===== src/rtl/food_placer.sv =====
// Food placement engine: validates randomizer candidates against the block grid,
// falls back to a row-major interior scan, and writes BLOCK_FOOD into the first free cell.
module food_placer #(
    parameter int                        GRID_HEIGHT    = 16,
    parameter int                        GRID_WIDTH     = 16,
    parameter int                        BITS_PER_BLOCK = 2,
    parameter logic [BITS_PER_BLOCK-1:0] BLOCK_EMPTY    = 2'b00,
    parameter logic [BITS_PER_BLOCK-1:0] BLOCK_FOOD     = 2'b11,
    parameter int                        MAX_TRIES      = 8,
    localparam int                       VW             = $clog2(GRID_HEIGHT),
    localparam int                       HW             = $clog2(GRID_WIDTH)
) (
    input  logic                      MasterClock,
    input  logic                      ButtonCenter,
    input  logic                      PlaceReq,
    input  logic [VW-1:0]             CandV,
    input  logic [HW-1:0]             CandH,
    output logic [VW-1:0]             RdV,
    output logic [HW-1:0]             RdH,
    input  logic [BITS_PER_BLOCK-1:0] RdBlock,
    output logic                      WrEn,
    output logic [VW-1:0]             WrV,
    output logic [HW-1:0]             WrH,
    output logic [BITS_PER_BLOCK-1:0] WrBlock,
    output logic [VW-1:0]             FoodV,
    output logic [HW-1:0]             FoodH,
    output logic                      FoodValid,
    output logic                      PlaceDone,
    output logic                      Busy,
    output logic                      GridFull
);

    localparam int TW = $clog2(MAX_TRIES + 1);

    typedef enum logic [2:0] {IDLE, TRY, CHECK, SCAN, WRITE, FULL} state_t;

    state_t          state, state_nxt;
    logic [VW-1:0]   addr_v, addr_v_nxt;
    logic [HW-1:0]   addr_h, addr_h_nxt;
    logic [TW-1:0]   try_cnt, try_cnt_nxt;
    logic            cell_ok;
    logic            scan_last;

    // Border rows/columns are walls, so only interior empty cells qualify.
    assign cell_ok = (addr_v >= VW'(1)) && (addr_v <= VW'(GRID_HEIGHT - 2)) &&
                     (addr_h >= HW'(1)) && (addr_h <= HW'(GRID_WIDTH - 2)) &&
                     (RdBlock == BLOCK_EMPTY);
    assign scan_last = (addr_v == VW'(GRID_HEIGHT - 2)) && (addr_h == HW'(GRID_WIDTH - 2));

    always_ff @(posedge MasterClock or negedge ButtonCenter) begin
        if (!ButtonCenter) begin
            state     <= IDLE;
            addr_v    <= '0;
            addr_h    <= '0;
            try_cnt   <= '0;
            FoodV     <= '0;
            FoodH     <= '0;
            FoodValid <= 1'b0;
        end else begin
            state   <= state_nxt;
            addr_v  <= addr_v_nxt;
            addr_h  <= addr_h_nxt;
            try_cnt <= try_cnt_nxt;
            if (state == IDLE && PlaceReq) begin
                FoodValid <= 1'b0;
            end else if (state == WRITE) begin
                FoodV     <= addr_v;
                FoodH     <= addr_h;
                FoodValid <= 1'b1;
            end
        end
    end

    always_comb begin
        state_nxt   = state;
        addr_v_nxt  = addr_v;
        addr_h_nxt  = addr_h;
        try_cnt_nxt = try_cnt;
        RdV         = addr_v;
        RdH         = addr_h;
        WrV         = addr_v;
        WrH         = addr_h;
        WrEn        = 1'b0;
        PlaceDone   = 1'b0;
        WrBlock     = '0;
        Busy        = 1'b1;
        GridFull    = 1'b0;
        case (state)
            IDLE: begin
                Busy = 1'b0;
                if (PlaceReq) begin
                    try_cnt_nxt = '0;
                    state_nxt   = TRY;
                end
            end
            TRY: begin
                addr_v_nxt = CandV;
                addr_h_nxt = CandH;
                state_nxt  = CHECK;
            end
            CHECK: begin
                if (cell_ok) begin
                    state_nxt = WRITE;
                end else if (try_cnt == TW'(MAX_TRIES - 1)) begin
                    addr_v_nxt = VW'(1);
                    addr_h_nxt = HW'(1);
                    state_nxt  = SCAN;
                end else begin
                    try_cnt_nxt = try_cnt + TW'(1);
                    state_nxt   = TRY;
                end
            end
            SCAN: begin
                if (cell_ok) begin
                    state_nxt = WRITE;
                end else if (scan_last) begin
                    state_nxt = FULL;
                end else if (addr_h == HW'(GRID_WIDTH - 2)) begin
                    addr_h_nxt = HW'(1);
                    addr_v_nxt = addr_v + VW'(1);
                end else begin
                    addr_h_nxt = addr_h + HW'(1);
                end
            end
            WRITE: begin
                WrEn      = 1'b1;
                PlaceDone = 1'b1;
                WrBlock   = BLOCK_FOOD;
                state_nxt = IDLE;
            end
            FULL: begin
                Busy     = 1'b0;
                GridFull = 1'b1;
            end
            default: state_nxt = IDLE;
        endcase
    end

endmodule


===== config.mk =====
export PLATFORM = sky130hd
export DESIGN_NAME = food_placer
export DESIGN_NICKNAME = d
export VERILOG_FILES = /design/src/rtl/food_placer.sv
export SDC_FILE = /design/constraint.sdc
export NUM_CORES = 1
export LEC_CHECK = 0
export ABC_AREA = 1
export BUFFER_PORTS_ARGS = -buffer_cell sky130_fd_sc_hd__clkbuf_2
export CELL_PAD_IN_SITES_DETAIL_PLACEMENT = 1
export CELL_PAD_IN_SITES_GLOBAL_PLACEMENT = 2
export CORE_MARGIN = 3
export CORE_UTILIZATION = 26
export DETAILED_ROUTE_END_ITERATION = 8
export PLACE_DENSITY_LB_ADDON = 0.1
export SLEW_MARGIN = 20
export SYNTH_ARGS = -nofsm -noshare
export SYNTH_HDL_FRONTEND = slang
export SYNTH_SLANG_ARGS = --single-unit

===== constraint.sdc =====
create_clock -name MasterClock -period 1.6 [get_ports MasterClock]
set_clock_uncertainty 0.2 [all_clocks]
set_input_delay 0.32 -clock MasterClock [delete_from_list [all_inputs] [get_ports MasterClock]]
set_output_delay 0.32 -clock MasterClock [all_outputs]
set_load 0.02 [all_outputs]

==> impl_metrics.yaml <==
outcome:
  status: "finished, violations left"
  violations: "setup timing"
hold_path:
  hp-class: "in2reg"
  hold_start: "CandH[1]"
pwr:
  ir_worst_vdd_mv: 0.693
  finalPower_mw: 5.32
  leakagePower_nw: 1.32
  powerDensity_nw_per_um2: 2110
synthesis:
  ys_ff_latch: 24
  synthesis.nets: 220
  async_reset_ff_share_pct: 100
  synth_flop_cell: "dfrtp_1"
  yosys_warnings: 0
  synth.yosys.seq_area_share_pct: 39.1
  yosys.cell_types.count: 28
  syn_area_um2: 1540
  syn_inst: 202
  avgSynthCellArea_um2: 7.61
  synth_edf_count: 0
setup_path:
  cp_max_fo: 5
  critPathLaunchType: "flip-flop"
  crit_path_start: "state[2]"
  worstSetupPathType: "reg2out"
  critical_path_arrival_ns: 1.29
  crit_required_ns: 1.08
  rr_startpoint: "RdV[1]"
  worstSetupEndpointType: "primary output"
drt:
  first_iter_violations: 36
  drc: 0
  drt_wl_total_um: 4880
  dr.pass1.iters: 2
  antenna_left: 0
  wl_per_cell_um: 13.4
  vias: 1578
  vias_per_cell: 4.32
floorplan:
  pin_count: 44
  core_area_um2: 5610
  start_util_pct: 27.4
  die_w_um: 82.9
  core.rowCount: 27
  dieHeight_um: 82.9
  fp.dieArea_um2: 6870
cells_and_area:
  multi_input_area_um2: 870
  postLayoutCoreUtil_pct: 44.9
  diodes: 0
  stdcell_area_um2: 2520
  layout.cells.non_filler: 365
  nFillCells: 703
  regArea_um2: 604
  layout-drive-gt1-share_pct: 51.2
  layout.nets: 312
  area_growth_pct: 63.7
placement:
  placed_cells: 345
  place_area_um2: 2080
  io_buffers: 43
  routabilityCongestion: 0.788
  place_ws_ns: -0.166
  dp_hpwl_um: 3650
cts:
  cts_sinks: 24
  insertion_delay_ns: 0.28
  cts_buffers: 3
  path_clk_slew_ns: 0.10
  htree_levels: 1
  clockBufferDepth: 2
  cts_root_buffer: "clkbuf_8"
  cts_tree: "done"
grt:
  grt_pass1_wl_um: 8150
  grt_max_degree: 17
  grt_pass1_vias: 1685
  antenna_found_initial: 0
  grt_util_all_layers_pct: 14.5
  overflow: 0
sta:
  rsz0062_at_grt: "yes"
  finalSetupTns_ns: -2.63
  tightest_slew_ns: 0.375
  fin_crit_sh_pct: 113
  fmax_mhz: 552
  layout_setup_ws_ns: -0.211
  hold_viol_final: 0
  slew_headroom_pct: 75.0
  setup_viol_count_final: 21
  drv_slew: 0
  holdWs_ns: 0.148
  layout_min_cycle_time_ns: 1.81
flow_run:
  drv_cap: 0
## state kept, by name, indices dropped and copies added, names as in the netlist
register and cells:
FoodValid 1, FoodV 4, RdH 4, try_cnt 4, state 3, RdV 4, FoodH 4
## worst paths after layout
| check | to | slack (ns) | cells past startpoint |
|---|---|---|---|
| max reg2reg | try_cnt[0] | -0.13 | 9 |
| min in group asynchronous | RdV[3] | 0.28 | 2 |
| max | WrBlock[0] | -0.21 | 4 |
| max in group asynchronous | RdV[0] | 0.50 | 3 |
| min reg2reg | FoodH[1] | 0.28 | 2 |
| min | RdH[1] | 0.15 | 5 |
## report_power, final
group	switching [mW]	internal (mW)	leakage (nW)	total (mW)
Combinational	2.03	1.69	0.984	3.71
Sequential	0.197	0.859	0.305	1.06
Clock	0.219	0.335	0.0357	0.554
## routing by layer
metal	wire length [um]	global-route usage, %	up-vias	part of all wire (%)
li1	-	-	810	-
met5	0	0	-	0
met3	143	2.78	8	2.9
met2	2480	25.7	28	51
met1	2170	17.7	732	45
met4	83	4.01	0	1.7
## worst max-delay path, stage by stage (launching register included)
cell and delay (ns):
dfrtp_2 0.43, inv_2 0.07, buf_4 0.15, nor2_4 0.18, clkbuf_8 0.18
## cells in the mapped netlist, types with 2 or more instances
| master | n | area [um2] |
|---|---|---|
| a21oi_1 | 4 | 20.0 |
| a21oi_2 | 2 | 17.5 |
| buf_4 | 11 | 82.6 |
| dfrtp_1 | 24 | 601 |
| ha_1 | 5 | 62.6 |
| inv_1 | 18 | 67.6 |
| inv_2 | 6 | 22.5 |
| nand2_1 | 64 | 240 |
| nand2_2 | 5 | 31.3 |
| nand3_1 | 13 | 65.1 |
| nand3_2 | 2 | 20.0 |
| nand3b_1 | 2 | 15.0 |
| nand4_1 | 5 | 31.3 |
| nor2_1 | 11 | 41.3 |
| nor2_2 | 4 | 25.0 |
| nor2_4 | 3 | 33.8 |
| o21ai_0 | 7 | 35.0 |
| o21ai_1 | 4 | 20.0 |
| o21ai_2 | 2 | 17.5 |
| xor2_1 | 2 | 17.5 |
## cell usage in the layout, fill, tap and decap left out, drive strengths merged
cell type	n
dlygate4sd3	1
buf	61
clkbuf	41
a21oi	6
inv	24
xor2	2
a22o	1
nor2	18
or2	1
nand3b	2
o21ai	13
ha	5
bufinv	1
o211ai	1
dfrtp	24
nand4	6
nand2	70
nand3	15
xnor2	1
## timing repair
action                                  CTS  global route
hold endpoints to repair                 11             0
gates resized for setup                  37            33
hold buffers                              1             0
endpoints found under the setup margin   22            33
pin swaps                                10             8
buffers inserted                          7             9
## cells by family (layout without fill, tap and decap cells)
kind of cell | Yosys count | after routing | synth area share, %
AND/OR/NAND/NOR | 112 | 112 | 34.7
buffers and inverters | 37 | 128 | 12.3
flip-flops | 24 | 24 | 39.1
AO/OA/AOI/OAI | 21 | 21 | 8.22
adder cells (fa/ha/maj) | 5 | 5 | 4.07
XOR/XNOR | 3 | 3 | 1.71
## area by class of cell
class                      instances  area share, %
clock buffer                       3           1.64
clock inverter                     1           1.19
inverter                          24           3.88
multi-input combinational        141           34.5
sequential                        24           24.0
tap                               72           3.58
timing repair buffer             100           31.2
No activity file was read; power rests on OpenSTA's default activity.
